File: config.mk
export PLATFORM = sky130hd
export DESIGN_NAME = seq_detect_param
export DESIGN_NICKNAME = d
export VERILOG_FILES = /design/src/rtl/seq_det_pkg.sv /design/src/rtl/seq_det_shreg.sv /design/src/rtl/seq_detect_param.sv
export SDC_FILE = /design/constraint.sdc
export NUM_CORES = 1
export LEC_CHECK = 0
export ABC_AREA = 1
export BUFFER_PORTS_ARGS = -buffer_cell sky130_fd_sc_hd__buf_2
export CAP_MARGIN = 20
export CORE_MARGIN = 1.5
export CORE_UTILIZATION = 30
export DETAILED_ROUTE_END_ITERATION = 12
export PLACE_DENSITY_LB_ADDON = 0.1
export SKIP_LAST_GASP = 1
export SLEW_MARGIN = 20
export SYNTH_ARGS = -nofsm -noshare
export SYNTH_HDL_FRONTEND = slang
export SYNTH_SLANG_ARGS = --single-unit
File: constraint.sdc
create_clock -name i_clk -period 1.6 [get_ports i_clk]
set_input_delay 0.08 -clock i_clk [delete_from_list [all_inputs] [get_ports i_clk]]
set_output_delay 0.08 -clock i_clk [all_outputs]
set_load 0.01 [all_outputs]
File: src/rtl/seq_det_pkg.sv
// rtl/seq_det_pkg.sv - state encoding and parameter limits shared by the seq_detect_param slice
package seq_det_pkg;

  // Scan FSM states.
  typedef enum logic [1:0] {
    IDLE  = 2'd0,
    SHIFT = 2'd1,
    DONE  = 2'd2
  } state_e;

  // Plain-vector encodings of the same states, so state registers stay simple logic vectors.
  localparam logic [1:0] ST_IDLE  = 2'(IDLE);
  localparam logic [1:0] ST_SHIFT = 2'(SHIFT);
  localparam logic [1:0] ST_DONE  = 2'(DONE);

  // Supported parameter range.
  localparam int DATA_W_MIN = 2;
  localparam int DATA_W_MAX = 64;
  localparam int PAT_W_MIN  = 1;

  function automatic bit params_ok(input int data_w, input int pat_w);
    return (data_w >= DATA_W_MIN) && (data_w <= DATA_W_MAX) &&
           (pat_w >= PAT_W_MIN) && (pat_w <= data_w);
  endfunction

endpackage

File: src/rtl/seq_det_shreg.sv
// rtl/seq_det_shreg.sv - loadable parallel-in serial-out shift register, MSB first, zero fill
module seq_det_shreg
  import seq_det_pkg::*;
#(
  parameter int DATA_W = 8
) (
  input  logic              i_clk,
  input  logic              i_rst,
  input  logic              i_load,
  input  logic              i_shift,
  input  logic [DATA_W-1:0] i_din,
  output logic              o_msb
);

  logic [DATA_W-1:0] r_sr;

  // Load has priority over shift; shifting pulls zeros in from the LSB side.
  always_ff @(posedge i_clk or negedge i_rst) begin
    if (!i_rst) begin
      r_sr <= '0;
    end else if (i_load) begin
      r_sr <= i_din;
    end else if (i_shift) begin
      r_sr <= {r_sr[DATA_W-2:0], 1'b0};
    end
  end

  assign o_msb = r_sr[DATA_W-1];

endmodule

File: src/rtl/seq_detect_param.sv
// rtl/seq_detect_param.sv - serial pattern detector over a loaded word; SEQ_DET_RESTART_EN allows reload mid-scan
module seq_detect_param
  import seq_det_pkg::*;
#(
  parameter int DATA_W = 8,
  parameter int PAT_W  = 4,
  parameter int CNT_W  = $clog2(DATA_W + 1)
) (
  input  logic              i_clk,
  input  logic              i_rst,
  input  logic              i_set,
  input  logic [DATA_W-1:0] i_data,
  input  logic [PAT_W-1:0]  i_pat,
  input  logic              i_overlap,
  output logic              o_z,
  output logic              o_now,
  output logic              o_busy,
  output logic              o_done,
  output logic [CNT_W-1:0]  o_match_cnt
);

  localparam int FILL_W = $clog2(PAT_W + 1);
  localparam int BIT_W  = $clog2(DATA_W + 1);
  localparam logic [FILL_W-1:0] FILL_FULL = FILL_W'(PAT_W);
  localparam logic [BIT_W-1:0]  BIT_LAST  = BIT_W'(DATA_W - 1);

  if (!params_ok(DATA_W, PAT_W)) begin : g_param_err
    $error("seq_detect_param: DATA_W/PAT_W outside supported range");
  end

  logic [1:0]        r_state;
  logic [PAT_W-1:0]  r_hist;
  logic [PAT_W-1:0]  r_pat;
  logic              r_ovl;
  logic [FILL_W-1:0] r_fill;
  logic [BIT_W-1:0]  r_bits;
  logic [CNT_W-1:0]  r_cnt;
  logic              r_z;

  logic              w_now;
  logic              w_in_shift;
  logic              w_load;
  logic              w_shift;
  logic [PAT_W-1:0]  w_hist_next;
  logic [FILL_W-1:0] w_fill_inc;
  logic              w_match;

  assign w_in_shift = (r_state == ST_SHIFT);

`ifdef SEQ_DET_RESTART_EN
  // A set during SHIFT throws away the partial scan and starts over.
  assign w_load = i_set && ((r_state == ST_IDLE) || w_in_shift);
`else
  assign w_load = i_set && (r_state == ST_IDLE);
`endif

  assign w_shift = w_in_shift && !w_load;

  // History after this edge: the presented bit enters on the LSB side.
  assign w_hist_next = PAT_W'({r_hist, w_now});
  assign w_fill_inc  = (r_fill == FILL_FULL) ? r_fill : r_fill + 1'b1;
  // Fill saturates at PAT_W, so "full" is the same as fill >= PAT_W.
  assign w_match     = (w_hist_next == r_pat) && (w_fill_inc == FILL_FULL);

  seq_det_shreg #(
    .DATA_W (DATA_W)
  ) u_shreg (
    .i_clk   (i_clk),
    .i_rst   (i_rst),
    .i_load  (w_load),
    .i_shift (w_shift),
    .i_din   (i_data),
    .o_msb   (w_now)
  );

  // Scan FSM with history, fill, bit counter, match counter and registered match pulse.
  always_ff @(posedge i_clk or negedge i_rst) begin
    if (!i_rst) begin
      r_state <= ST_IDLE;
      r_hist  <= '0;
      r_pat   <= '0;
      r_ovl   <= 1'b0;
      r_fill  <= '0;
      r_bits  <= '0;
      r_cnt   <= '0;
      r_z     <= 1'b0;
    end else if (w_load) begin
      r_state <= ST_SHIFT;
      r_pat   <= i_pat;
      r_ovl   <= i_overlap;
      r_hist  <= '0;
      r_fill  <= '0;
      r_bits  <= '0;
      r_cnt   <= '0;
      r_z     <= 1'b0;
    end else begin
      r_z <= 1'b0;
      case (r_state)
        ST_SHIFT: begin
          r_hist <= w_hist_next;
          r_bits <= r_bits + 1'b1;
          r_fill <= (w_match && !r_ovl) ? '0 : w_fill_inc;
          r_z    <= w_match;
          if (w_match) begin
            r_cnt <= r_cnt + 1'b1;
          end
          if (r_bits == BIT_LAST) begin
            r_state <= ST_DONE;
          end
        end
        ST_DONE: r_state <= ST_IDLE;
        default: r_state <= ST_IDLE;
      endcase
    end
  end

  assign o_z         = r_z;
  assign o_now       = w_now;
  assign o_busy      = w_in_shift;
  assign o_done      = (r_state == ST_DONE);
  assign o_match_cnt = r_cnt;

endmodule

==> results summary, run 1 <==
The post-layout net count is around 240. The initial core utilization is a little under a third. The number of global-route vias before repair came out at about 1,200. The min-delay analysis places its worst path in the category in -> reg. The share of synthesized cell area in and, or, nand and nor gates came out at ~25%.

The tree is rooted in a sky130_fd_sc_hd__clkbuf_8. The sequential cell area in the final layout is 751 sq um. A synthesized cell averages a little over 8 sq um. The count of port buffers added during placement came out at 23. The worst hold-check slack came out at roughly 0.013 ns. The number of buffers added by the clock tree synthesis step came out at 5. The number of nets with antenna violations after routing came out at 0. The tightest slew margin relative to the limit is between 50% and 60%. Dividing total power by cell area gives a power density of roughly 1900 nW/um^2. The ratio of final minimum period to clock period came out at just over 90%. The core area came out at between 4000 and 5000 sq um. The via total after detailed routing came out at between 1,000 and 1,500. The first routing iteration left 57 violations. In the post-synthesis netlist, the biggest area contributors are sky130_fd_sc_hd__dfrtp_1 (51%), sky130_fd_sc_hd__nand2_1 (15%), sky130_fd_sc_hd__inv_1 (5.3%).

The worst hold path passes through 3 cells. After Yosys synthesis, XOR and XNOR cells account for roughly 1.8% of the synthesized area. The setup path with the least slack is of type reg -> reg.

The antenna diode count came out at 0. The number of antenna violations at the first check in global routing was 0. The final critical path time including I/O delays and setup is ~1.5 ns.

The largest total area in the synthesized netlist belongs to sky130_fd_sc_hd__dfrtp_1. The max-cap check violation count is 0. The worst setup path is captured at a flop. The synthesis-to-finish area growth came out at 24.8%. The count of H-tree levels built during CTS is 2.

The synthesized netlist cell count is approximately 180. The all-layer global routing usage came out at a little over an eighth. The number of enable-type register cells in the synthesized netlist came out at 0.

The TritonCTS clock tree is built. The count of final setup violators came out at 0. The number of nets handed over by synthesis was ~200. Summed over all cells, the static leakage comes to slightly below 1 nW.

Global routing finished with a remaining overflow of 0. The fraction of the core area covered by cells at the end of the flow is 38.9%. The die width came out at roughly 73 um. The Yosys step of the flow raised 0 warnings. The maximum ir drop on the vdd rail came out at around 0.00063 V. The die covers roughly 5400 sq um. The worst path arrival time came out at 1.65 ns. The cell count of the worst reg-to-reg path is 10. The number of different library cells in the post-synthesis netlist is 25. Counting the fill cells in the layout gives roughly 500. The flow ran to the end, and the final reports show no timing, DRC or antenna violations. The maximum count of clock buffers along a single path came out at 2. The most used flip-flop cell after synthesis is sky130_fd_sc_hd__dfrtp_1.

The non-filler instance count after layout came out at between 200 and 300. After synthesis the netlist holds a flip-flop and latch count of 30. The largest net degree at the start of global routing is 31. The share of synthesized area spent on multiplexers came out at 0%.

After synthesis, the largest area contributor takes up about half of total cell area. Derived from the worst setup path, the maximum achievable clock frequency is 677 MHz. The clock sink count is 30. The count of final hold-check violations is 0.

The count of final max-slew check failures came out at 0. The mean routed wirelength per cell is approximately 11 um. After synthesis, flip-flops and latches occupy 50.6% of the total area. The required time at the endpoint of the critical path is approximately 1.8 ns. Between clock sinks in the finished design, the worst skew comes to just over 0.009 ns.

The combined area of the multi-input logic cells came out at a little over 600 sq um. The share of synthesized flip-flops with an asynchronous set or reset came out at between 90% and 100%. The source-to-sink clock delay at the later pin of the worst-skew pair came out at 0.28 ns. Along the worst path, the maximum fanout reaches 4. The register clock-pin slew on the reported worst setup and hold paths came out at 0.07 ns. The I/O pin total came out at 24. The wire length of the first global-routing pass came out at roughly 5500 um.

The total negative setup slack is 0 ns. The average via count per standard cell is approximately 4.5. The total instance count after detailed placement is approximately 270. The number of search-and-repair iterations in the first detailed-routing pass came out at 4.

The post-detailed-routing wire length came out at between 3000 and 4000 um. The routability-driven placement congestion ratio came out at 0.848. The measured slew at the worst slew-check pin is 0.703 ns.

In this run the cell area of the synthesized design comes to between 1000 and 1500 sq um. The die height is 73.3 um. The kind of start point of the critical path is a flop.

The post-detailed-placement half-perimeter wirelength came out at roughly 2200 um. Summing the areas of all fa, ha and maj instances in the mapped netlist gives between 3 and 4% of the synthesized area. The standard-cell row count came out at 25. After synthesis, the largest family of logic cells by area is simple AND/OR/NAND/NOR gates. In the final layout, the share of cells above drive strength 1 is between 20% and 30%. The post-detailed-route DRC marker count came out at 0. The compound-cell area share of the yosys netlist is roughly a tenth.
## final cells by class
type	instances	area share (%)
flip-flops and latches	30	40.5
inverters	29	5.95
clock inverters	1	1.62
multi-input cells	119	32.8
repair buffers	30	10.1
clock buffers	6	4.46
well taps	67	4.53
## critical path, stage by stage (launching register included)
cell,delay [ns]
sky130_fd_sc_hd__dfrtp_1,0.39
sky130_fd_sc_hd__buf_4,0.14
sky130_fd_sc_hd__ha_1,0.21
sky130_fd_sc_hd__inv_1,0.06
sky130_fd_sc_hd__nand2_1,0.05
sky130_fd_sc_hd__nand3_1,0.09
sky130_fd_sc_hd__nand3_1,0.11
sky130_fd_sc_hd__nor2_4,0.14
sky130_fd_sc_hd__nand2_1,0.06
sky130_fd_sc_hd__nand2_1,0.05
sky130_fd_sc_hd__nand2_1,0.05
## cell usage after synthesis, types with 4 or more instances
master                      n
sky130_fd_sc_hd__nand2_1   61
sky130_fd_sc_hd__dfrtp_1   30
sky130_fd_sc_hd__inv_1     21
sky130_fd_sc_hd__nand3_1   13
sky130_fd_sc_hd__o21ai_1    9
sky130_fd_sc_hd__nor2_1     8
sky130_fd_sc_hd__inv_2      7
sky130_fd_sc_hd__o22ai_1    5
sky130_fd_sc_hd__buf_2      4
sky130_fd_sc_hd__ha_1       4
sky130_fd_sc_hd__o211ai_1   4
## report_power, final
| part | total (mW) | switching (mW) | leakage, nW | internal, mW |
|---|---|---|---|---|
| clock network | 0.775 | 0.277 | 0.0573 | 0.498 |
| registers | 1.25 | 0.198 | 0.386 | 1.05 |
| logic | 1.41 | 0.852 | 0.533 | 0.554 |
## through the flow
step                      setup WS [ns]  instance area, sq um  power [mW]
after floorplan                   0.233                  1480        2.26
after global placement            0.142                  1690        2.59
after detailed placement         0.0626                  1690        2.63
after CTS                        0.0333                  1840        3.43
after global routing           -0.00623                  1850        3.74
final                             0.122                  1850        3.43
## kinds of logic (layout without fill, tap and decap cells)
group           count (synthesis)  count (layout)
simple gates                   89              89
buf+inv                        34              66
flops                          30              30
compound gates                 23              23
fa+ha+maj                       4               4
xor+xnor                        3               3
## path summary, 6_finish.rpt
kind	startpoint	to	slack [ns]
setup / recovery	r_fill[0]	r_fill[2]	0.12
hold / removal	i_pat[1]	r_pat[1]	0.01
setup reg to reg	r_fill[0]	r_fill[2]	0.12
hold reg to reg	r_bits[0]	r_bits[0]	0.50
max in group asynchronous	i_rst	r_fill[1]	0.76
min in group asynchronous	i_rst	r_pat[0]	0.38
## cells in the final DEF, fill, tap and decap left out, drive strengths merged
| cell | synthesis | routed |
|---|---|---|
| o221ai | 2 | 2 |
| nand3 | 14 | 14 |
| nand4 | 2 | 2 |
| a22oi | 1 | 1 |
| a22o | 1 | 1 |
| buf | 4 | 27 |
| o211ai | 4 | 4 |
| a21oi | 1 | 1 |
| bufinv | 0 | 1 |
| ha | 4 | 4 |
| clkbuf | 1 | 6 |
| nand3b | 1 | 1 |
| xor2 | 2 | 2 |
| clkinv | 1 | 1 |
| nor2 | 10 | 10 |
| dlygate4sd3 | 0 | 3 |
| xnor2 | 1 | 1 |
| nand2 | 62 | 62 |
| dfrtp | 30 | 30 |
| inv | 28 | 28 |
| o21ai | 9 | 9 |
| o22ai | 5 | 5 |
## layer usage
| layer | wire, um | GRT usage [%] | vias up |
|---|---|---|---|
| met1 | 1570 | 16.3 | 590 |
| li1 | - | - | 646 |
| met2 | 1400 | 21.6 | 24 |
| met5 | 0 | 0 | - |
| met3 | 137 | 4.12 | 9 |
| met4 | 81 | 7.61 | 0 |
## timing repair
item | in CTS | in global routing
setup endpoints to repair | 0 | 5
hold buffers | 3 | 0
hold endpoints to repair | 32 | 0
resized for setup | 0 | 3
setup buffers | 0 | 1
## sequential cells by signal, indices dropped and copies added, names as in the netlist
register	count
o_match_cnt	4
o_z	1
r_bits	4
r_fill	3
r_hist	3
r_ovl	1
r_pat	4
r_state	2
u_shreg.r_sr	8
(Power assumes the default switching activity.)
==> inputs of run 2 (changes only) <==
CORE_MARGIN = 8   (was 1.5)
PLACE_DENSITY = 0.47   (was not set)
PLACE_DENSITY_LB_ADDON = not set   (was 0.1)
==> results summary, run 2 (same netlist as run 1, synthesis figures left out) <==
The die height is 86.3 um (was 73.3 um). The violation count after the first detailed-route iteration came out at 72 (was 57). The static leakage is 0.964 nW (was 0.977 nW). The number of flip-flops in the largest register is 8 (unchanged).

The kind of start point of the critical path was a flop (unchanged). The most common library cell in the layout ignoring fill and taps is sky130_fd_sc_hd__nand2_1 (unchanged). The required time at the endpoint of the critical path came out at 1.77 ns (about the same). The wire length of the first global-routing pass is 5870 um (was 5450 um). The relative contribution of the clock network to total power came out at 19.3% (was 22.6%). The clock sink count came out at 30 (unchanged). The source-to-sink clock delay at the later pin of the worst-skew pair came to 0.28 ns (about the same).

The number of search-and-repair iterations in the first detailed-routing pass came out at 4 (unchanged). The worst clock skew is 0.00769 ns (was 0.00929 ns). The count of port buffers added during placement was 23 (unchanged). The worst setup path startpoint is r_fill[0] (unchanged). The die footprint came to 7450 sq um (was 5380 sq um). The endpoint of the worst setup timing path is o_match_cnt[3] (was r_fill[2]). The all-layer global routing usage came to 9.97% (was 13.6%).

The class of the worst hold path is in -> reg (unchanged). The initial core utilization came out at 31.2% (unchanged). The core area is 4750 sq um (unchanged). The layout cell share with drive strength beyond 1 is 22.8% (was 22.3%).

The via total after detailed routing came out at 1,227 (was 1,269). The tightest slew margin relative to the limit is 53.6% (was 53.1%). The measured slew at the worst slew-check pin is 0.696 ns (was 0.703 ns). The number of buffers added by the clock tree synthesis step is 5 (unchanged). The register bank with the most flops is u_shreg.r_sr (unchanged). The maximum ir drop on the vdd rail came to 0.000669 V (was 0.000631 V). The largest fanout of any net on the critical path came out at 5 (was 4). Run status: complete, no violations (unchanged). The post-detailed-routing wire length is 3270 um (was 3190 um).

The count of H-tree levels built during CTS is 2 (unchanged). The maximum count of clock buffers along a single path is 2 (unchanged). The worst path arrival time is 1.66 ns (was 1.65 ns).

The areal power density over the cells is 1800 nW/um^2 (was 1850 nW/um^2). The fraction of the core area covered by cells at the end of the flow is 38.4% (was 38.9%). The slack of the worst reg-to-reg path is 0.11 ns (was 0.12 ns). The remaining global-route overflow is 0 (unchanged). The routability-driven placement congestion ratio is 0.752 (was 0.848). The peak clock frequency supported by timing came out at 672 MHz (was 677 MHz). The cell count of the worst reg-to-reg path came out at 10 (unchanged).

The internal cell power is 1.95 mW (was 2.10 mW). The number of nets with antenna violations after routing came out at 0 (unchanged). The post-detailed-placement half-perimeter wirelength came out at 2330 um (was 2220 um). The max-cap check violation count is 0 (unchanged). Commonest cells after routing, fill and taps aside: sky130_fd_sc_hd__nand2_1 (61), sky130_fd_sc_hd__dfrtp_1 (30), sky130_fd_sc_hd__buf_2 (23), sky130_fd_sc_hd__inv_1 (20), sky130_fd_sc_hd__nand3_1 (12) (was sky130_fd_sc_hd__nand2_1 (61), sky130_fd_sc_hd__dfrtp_1 (30), sky130_fd_sc_hd__buf_2 (23), sky130_fd_sc_hd__inv_1 (20), sky130_fd_sc_hd__nand3_1 (13)). The standard-cell row count came out at 25 (unchanged).

The average via count per standard cell was 4.35 (was 4.50). The post-detailed-route DRC marker count came out at 0 (unchanged). The register clock-pin slew on the reported worst setup and hold paths is 0.07 ns (about the same). The mean routed wirelength per cell came out at 11.6 um (was 11.3 um). The final critical path time including I/O delays and setup came out at 1.49 ns (was 1.48 ns). The largest net degree at the start of global routing is 31 (unchanged).

The count of final hold-check violations came out at 0 (unchanged). The number of antenna violations at the first check in global routing came out at 0 (unchanged). The ratio of final minimum period to clock period is 93.0% (was 92.4%). Setup repair after global routing could not meet its margin everywhere. The total negative setup slack came out at 0 ns (unchanged). The die width is 86.3 um (was 73.3 um). The I/O pin total is 24 (unchanged). The post-layout net count was 234 (was 235). The clock tree root driver cell is sky130_fd_sc_hd__clkbuf_8 (unchanged). The count of final setup violators was 0 (unchanged).

The switching share of power is 40.8% (was 38.7%). The count of final max-slew check failures came out at 0 (unchanged). The proportion of power drawn by flip-flops and latches is 37.9% (was 36.3%). The kind of critical path is reg -> reg (unchanged). The antenna diode count was 0 (unchanged). The power spent charging and discharging nets came out at 1.34 mW (was 1.33 mW). The part of the total power dissipated in combinational logic came out at 42.8% (was 41.1%). The reg-to-reg critical path endpoint is o_match_cnt[3] (was r_fill[2]). The TritonCTS clock tree is built (unchanged). The number of global-route vias before repair came out at 1,262 (was 1,237). The synthesis-to-finish area growth is 23.0% (was 24.8%). The kind of capture point of the worst setup path is a flop (unchanged). The launching point of the worst reg2reg path is r_fill[0] (unchanged).
-- run 2: power by group through the flow --
stage	clock, mW	sequential, mW	combinational, mW
after floorplan	0	1.23	1.03
after global placement	0	1.26	1.37
after detailed placement	0	1.26	1.37
after CTS	0.663	1.25	1.38
after global routing	0.704	1.29	1.65
final	0.634	1.25	1.41
-- run 2: layout make-up --
class,instances,area (sq um)
fill,534,2930
sequential,30,751
multi-input combinational,119,612
timing repair buffer,29,178
inverter,29,110
clock buffer,7,86.3
tap,67,83.8
clock inverter,1,5.00
-- run 2: how the worst min path moves through the flow --
stage / slack (ns) / cells past startpoint / start / endpoint
4_1_cts: 0.002 / 3 / i_pat[2] / r_pat[2]
3_5_place_dp: 0.18 / 1 / i_rst / r_pat[0]
3_3_place_gp: 0.17 / 1 / i_rst / r_pat[0]
2_1_floorplan: -0.22 / 0 / i_rst / o_match_cnt[0]
5_1_grt: 0.01 / 3 / i_data[7] / u_shreg.r_sr[7]
6_report: 0.01 / 3 / i_data[0] / u_shreg.r_sr[0]
-- run 2: worst max-delay path, stage by stage (launching register included) --
cell and delay (ns):
sky130_fd_sc_hd__dfrtp_1 0.42, sky130_fd_sc_hd__buf_4 0.15, sky130_fd_sc_hd__ha_1 0.20, sky130_fd_sc_hd__inv_1 0.05, sky130_fd_sc_hd__nand2_1 0.06, sky130_fd_sc_hd__inv_1 0.06, sky130_fd_sc_hd__nor2_1 0.04, sky130_fd_sc_hd__nor2_1 0.11
sky130_fd_sc_hd__nand3_2 0.14, sky130_fd_sc_hd__nand3_1 0.10, sky130_fd_sc_hd__nand2_1 0.05
-- run 2: per-layer routing --
layer | track usage [%] | wire length, um | up-vias | part of all wire, %
met5 | 0 | 0 | - | 0
met4 | 3.76 | 43 | 0 | 1.3
met3 | 3.59 | 127 | 5 | 3.9
met2 | 14.9 | 1540 | 17 | 47
met1 | 12.7 | 1570 | 563 | 48
li1 | - | - | 642 | -
-- run 2: timing repair --
action	4_1_cts	5_1_grt
hold buffers	2	0
buffers inserted	0	1
gates resized for setup	0	4
endpoints found under the hold margin	31	0
endpoints found under the setup margin	0	4
-- run 2: per-stage QoR --
| stage | hold WS (ns) | cells | instance area [sq um] | power (mW) | setup WS [ns] |
|---|---|---|---|---|---|
| floorplan | -0.216 | 183 | 1480 | 2.26 | 0.233 |
| global placement | 0.173 | 271 | 1690 | 2.63 | 0.0773 |
| detailed placement | 0.179 | 271 | 1690 | 2.63 | 0.0562 |
| CTS | 0.00242 | 281 | 1810 | 3.29 | 0.0476 |
| global route | 0.0102 | 282 | 1830 | 3.65 | -0.0248 |
| finish | 0.00997 | 282 | 1830 | 3.29 | 0.113 |
